==> src/rtl/imem_loader_pkg.sv <==
// imem_loader_pkg: loader state encoding and instruction word type, shared
// with the instruction memory and fetch logic.
`default_nettype none

package imem_loader_pkg;

  typedef enum logic [2:0] {
    ST_IDLE  = 3'd0,
    ST_HDR   = 3'd1,
    ST_DATA  = 3'd2,
    ST_WRITE = 3'd3,
    ST_DONE  = 3'd4,
    ST_ERR   = 3'd5
  } ld_state_t;

  typedef logic [31:0] instr_t;

  localparam int unsigned BYTES_PER_WORD = 4;

endpackage

`default_nettype wire

==> src/rtl/imem_loader.sv <==
// imem_loader: receives a length-prefixed byte stream and writes it into
// instruction memory as little-endian 32-bit words, holding the core in reset
// until the load completes.
`default_nettype none

module imem_loader
  import imem_loader_pkg::*;
#(
  parameter int DEPTH  = 32,
  parameter int ADDR_W = $clog2(DEPTH)
) (
  input  logic              clk,
  input  logic              rst_n,
  input  logic              start,
  input  logic [7:0]        s_data,
  input  logic              s_valid,
  output logic              s_ready,
  output logic              imem_we,
  output logic [ADDR_W-1:0] imem_addr,
  output instr_t            imem_wdata,
  output logic              busy,
  output logic              done,
  output logic              err,
  output logic              cpu_rst_n,
  output logic [ADDR_W:0]   words_written
);

  ld_state_t         r_state;
  ld_state_t         w_state_nxt;
  logic [7:0]        r_n;
  logic [23:0]       r_word;
  logic [1:0]        r_bidx;
  logic [ADDR_W:0]   r_ww;
  logic [ADDR_W-1:0] r_addr;
  instr_t            r_wdata;
  logic              r_cpu_rst_n;

  logic            w_xfer;
  logic            w_start_ok;
  logic            w_last_byte;
  logic [ADDR_W:0] w_ww_inc;

  assign w_xfer      = s_valid && s_ready;
  assign w_start_ok  = start && ((r_state == ST_IDLE) || (r_state == ST_DONE) ||
                                 (r_state == ST_ERR));
  assign w_last_byte = (r_bidx == 2'(BYTES_PER_WORD - 1));
  assign w_ww_inc    = r_ww + (ADDR_W+1)'(1);

  always_ff @(posedge clk or negedge rst_n) begin
    if (!rst_n) r_state <= ST_IDLE;
    else        r_state <= w_state_nxt;
  end

  always_comb begin
    w_state_nxt = r_state;
    s_ready     = 1'b0;
    imem_we     = 1'b0;
    busy        = 1'b0;
    done        = 1'b0;
    err         = 1'b0;
    case (r_state)
      ST_IDLE: if (start) w_state_nxt = ST_HDR;
      ST_DONE: begin
        done = 1'b1;
        if (start) w_state_nxt = ST_HDR;
      end
      ST_ERR: begin
        err = 1'b1;
        if (start) w_state_nxt = ST_HDR;
      end
      ST_HDR: begin
        s_ready = 1'b1;
        busy    = 1'b1;
        if (w_xfer) begin
          if (s_data == 8'd0)                    w_state_nxt = ST_DONE;
          else if (32'(s_data) > 32'(DEPTH))     w_state_nxt = ST_ERR;
          else                                   w_state_nxt = ST_DATA;
        end
      end
      ST_DATA: begin
        s_ready = 1'b1;
        busy    = 1'b1;
        if (w_xfer && w_last_byte) w_state_nxt = ST_WRITE;
      end
      ST_WRITE: begin
        imem_we = 1'b1;
        busy    = 1'b1;
        if (32'(w_ww_inc) == 32'(r_n)) w_state_nxt = ST_DONE;
        else                           w_state_nxt = ST_DATA;
      end
      default: w_state_nxt = ST_IDLE;
    endcase
  end

  // The write address/data are captured on the 4th byte so they are stable
  // throughout WRITE and hold afterwards.
  always_ff @(posedge clk or negedge rst_n) begin
    if (!rst_n) begin
      r_n         <= 8'd0;
      r_word      <= 24'd0;
      r_bidx      <= 2'd0;
      r_ww        <= '0;
      r_addr      <= '0;
      r_wdata     <= '0;
      r_cpu_rst_n <= 1'b0;
    end else begin
      r_cpu_rst_n <= (w_state_nxt == ST_DONE);
      if (w_start_ok) begin
        r_bidx <= 2'd0;
        r_ww   <= '0;
      end
      if ((r_state == ST_HDR) && w_xfer) r_n <= s_data;
      if ((r_state == ST_DATA) && w_xfer) begin
        r_word <= {s_data, r_word[23:8]};
        r_bidx <= r_bidx + 2'd1;
        if (w_last_byte) begin
          r_addr  <= r_ww[ADDR_W-1:0];
          r_wdata <= {s_data, r_word};
        end
      end
      if (r_state == ST_WRITE) begin
        r_ww   <= w_ww_inc;
        r_bidx <= 2'd0;
      end
    end
  end

  assign imem_addr     = r_addr;
  assign imem_wdata    = r_wdata;
  assign cpu_rst_n     = r_cpu_rst_n;
  assign words_written = r_ww;

endmodule

`default_nettype wire

==> config.mk <==
export PLATFORM = sky130hd
export DESIGN_NAME = imem_loader
export DESIGN_NICKNAME = d
export VERILOG_FILES = /design/src/rtl/imem_loader_pkg.sv /design/src/rtl/imem_loader.sv
export SDC_FILE = /design/constraint.sdc
export NUM_CORES = 1
export LEC_CHECK = 0
export BUFFER_PORTS_ARGS = -buffer_cell sky130_fd_sc_hd__clkbuf_2
export CAP_MARGIN = 15
export CELL_PAD_IN_SITES_DETAIL_PLACEMENT = 0
export CELL_PAD_IN_SITES_GLOBAL_PLACEMENT = 1
export CORE_MARGIN = 3
export CORE_UTILIZATION = 39
export CTS_CLUSTER_SIZE = 16
export DETAILED_ROUTE_END_ITERATION = 8
export PLACE_DENSITY = 0.8
export SLEW_MARGIN = 15
export SYNTH_ARGS = -nofsm -noshare
export SYNTH_HDL_FRONTEND = slang
export SYNTH_SLANG_ARGS = --single-unit
==> constraint.sdc <==
create_clock -name clk -period 2.5 [get_ports clk]
set_input_delay 0.25 -clock clk [delete_from_list [all_inputs] [get_ports clk]]
set_output_delay 0.25 -clock clk [all_outputs]
set_load 0.02 [all_outputs]
==> summary.md <==
| Metric | Value |
|---|---|
| Post-synth cell types | 46 |
| Die ar. | 10100 µm² |
| Synth Instances | 297 |
| Core area | 8460 µm² |
| First-pass GRT wire length | 11600 µm |
| Tightest Pin Transition | 0.627 ns |
| Placed insts | 452 |
| Area post-placement | 3870 µm² |
| Area growth, synth to finish | 15.8% |
| ANT cells | 0 |
| #FFs+latches synth | 81 |
| Hold WC Path Type | in -> reg |
| Ports | 61 |
| Flop pwr share | 0.519 |
| Fmax | 507 MHz |
| Layout cells sized above 1 | 0.367 |
| Global-route usage over all layers | 0.148 |
| Slew HR | 0.582 |
| RR Startpoint | words_written[0]$_DFFE_PN0P_ |
| Power Internal | 0.00241 W |
| Num CTS Buffers | 9 |
| Mapped Nets | 311 |
| Clk root buf | clkbuf_8 |
| Detail Placement HPWL | 4950 µm |
| Highest net fanout along the worst path | 9 |
| Die Wd | 101 µm |
| Number of port buffers | 60 |
| Vias in the first global route | 2259 |
| CTS max path bufs | 2 |
| Drt drc | 0 |
| Mapped Area | 3500 µm² |
| Critical Path Start Type | register |
| Clock power frac | 0.248 |
| Post-DRT Antenna Nets | 0 |
| Post-synth EDFFs | 0 |
| Finished Layout Cells | 467 |
| Gate power share | 0.233 |
| CTS Sinks | 81 |
| CP arrival | 2.19 ns |
| CTS tree | yes |
| Vias per cell | 5.01 |
| Placer Congestion | 0.860 |
| Initial antenna violation count | 0 |
| Flop2flop setup slack | 0.53 ns |
| Setup CP Type | reg -> reg |
| Final TNS setup | 0 ns |
| DRT Pass-1 Iters | 4 |
| Multi-input logic area | 1330 µm² |
| Nets@finish | 373 |
| Vias | 2340 |
| Reg2reg end | r_state[2]$_DFF_PN0_ |
| Outcome | completed |
| Synth Flop Type | dfrtp_1 |
| Number of synthesis warnings | 0 |
| Largest net degree at the start of global routing | 46 |
| Site row count | 33 |
| Design area | 4050 µm² |
| WL final | 7010 µm |
| Hold-critical path depth | 3 |
| Grt ovf | 0 |
| Post-cts sizing count | 0 |
| R2r worst-path depth | 6 |
| Min-delay src | s_data[0] |
| Min Clock Period, post-route | 1.97 ns |
| Max-slew violations | 0 |
| Hold WS | 0.156 ns |
| Commonest non-fill, non-tap cell in the layout | nand2_1 |
| WHS Endpoint | r_word[16]$_DFFE_PN0P_ |
| Tot Pwr | 0.00355 W |
| Clock Skew | 0.00777 ns |
| Leak | 2.20 nW |
| Final setup viols | 0 |
| Switch share | 0.322 |
| Fillcell total | 778 |
| Drt wl/cell | 15.0 µm |
| Post-synthesis sequential area ratio | 0.580 |
| Final Hold Viols | 0 |
| FF+latch area | 2030 µm² |
| Most frequent cells in the layout | 82 x nand2_1, 81 x dfrtp_1, 59 x clkbuf_2 |
| P per Cell Area | 877 nW/µm² |
| Worst vdd rail ir drop | 429 µV |
| Tcrit/Tclk final | 0.790 |
| Clock network latency to the later pin of the worst-skew pair | 0.34 ns |
| Max cap viols | 0 |
| CP Data Required Time | 2.71 ns |
| Mean Syn Cell Area | 11.8 µm² |
| Setup crit end kind | register |
| Synth async-reset ratio | 1.00 |
| Iter 0 DRT Violations | 146 |
| Clock-pin transition on the worst setup and hold timing paths | 0.08 ns |
| Initial Util | 0.413 |
| H-tree Lvls | 3 |
| RSZ-0062 raised after global routing | false |
| Switching power | 0.00114 W |
| Die height | 101 µm |
-- timing repair --
action / 4_1_cts / 5_1_grt
buffers inserted: 0 / 0
setup endpoints to repair: 0 / 0
endpoints found under the hold margin: 44 / 0
hold buffers: 1 / 0
-- power by group through the flow --
stage                     Combinational, W  Sequential [W]  Clock, W
after floorplan                   0.000698         0.00177         0
after global placement            0.000811         0.00186         0
after detailed placement          0.000834         0.00187         0
after CTS                         0.000841         0.00185  0.000912
after global routing              0.000938         0.00189  0.000973
final                             0.000828         0.00184  0.000881
-- cell usage after synthesis (2+ instances only) --
cell type / count / area, µm²
mux2_2: 36 / 405
nand3_1: 5 / 25.0
or3_1: 2 / 12.5
buf_2: 3 / 15.0
xor2_1: 4 / 35.0
a31o_2: 2 / 17.5
clkbuf_1: 4 / 15.0
nand4_1: 3 / 18.8
buf_4: 4 / 30.0
buf_6: 3 / 33.8
ha_1: 2 / 25.0
nand2b_1: 2 / 12.5
inv_1: 4 / 15.0
dfrtp_1: 81 / 2030
nand2_1: 82 / 308
o21ai_0: 9 / 45.0
mux2i_1: 2 / 20.0
xnor2_1: 4 / 35.0
a21oi_1: 3 / 15.0
mux2_4: 8 / 120
nor2_1: 9 / 33.8
-- final cells by class --
class,instances,share of cell area
clock buffer,11,0.0324
clock inverter,3,0.0108
inverter,4,0.00371
multi-input combinational,196,0.329
sequential,81,0.500
tap,105,0.0324
timing repair buffer,67,0.0914
-- metal layers --
metal,GRT usage,wire (µm)
met1,0.215,3360
met2,0.208,3170
met3,0.0381,381
met4,0.0642,97
met5,0,0
-- stage by stage --
stage	utilization	setup WS, ns
3_3_place_gp	0.457	0.626
5_1_grt	0.479	0.336
6_report	0.479	0.526
3_5_place_dp	0.457	0.549
2_1_floorplan	-	0.643
4_1_cts	0.479	0.534
-- worst max-delay path, stage by stage, from the launching register on --
cell and delay [ns]:
dfrtp_1 0.51, ha_1 0.33, nand4_1 0.12, a31o_2 0.25
o211ai_1 0.12, a211oi_1 0.13, or3_1 0.39
-- worst max path at each step --
stage / start / to / slack [ns] / cells after the start
3_3_place_gp: s_data[0] / r_state[2]$_DFF_PN0_ / 0.63 / 6
2_1_floorplan: words_written[0]$_DFFE_PN0P_ / r_state[2]$_DFF_PN0_ / 0.64 / 6
6_report: words_written[0]$_DFFE_PN0P_ / r_state[2]$_DFF_PN0_ / 0.53 / 6
3_5_place_dp: words_written[0]$_DFFE_PN0P_ / r_state[2]$_DFF_PN0_ / 0.55 / 6
4_1_cts: words_written[0]$_DFFE_PN0P_ / r_state[2]$_DFF_PN0_ / 0.53 / 6
5_1_grt: words_written[0]$_DFFE_PN0P_ / r_state[2]$_DFF_PN0_ / 0.34 / 6
-- cells by family (layout without fill, tap and decap cells) --
| logic type | Yosys count | count (layout) | share of synthesized area |
|---|---|---|---|
| buffers and inverters | 20 | 85 | 0.0393 |
| xor gates and xnor gates | 8 | 8 | 0.0200 |
| AOI/OAI and AO/OA | 24 | 24 | 0.0476 |
| adders and majority gates | 2 | 2 | 0.00715 |
| and+or+nand+nor | 116 | 116 | 0.150 |
| muxes | 46 | 46 | 0.156 |
| DFF | 81 | 81 | 0.580 |
-- sequential cells by signal (all words and copies together), names as in the netlist --
signal / cells
r_bidx: 2
imem_wdata: 32
words_written: 6
imem_addr: 5
r_n: 8
r_word: 24
r_state: 3
cpu_rst_n: 1
Note: power is estimated with default switching activity, not from simulation.
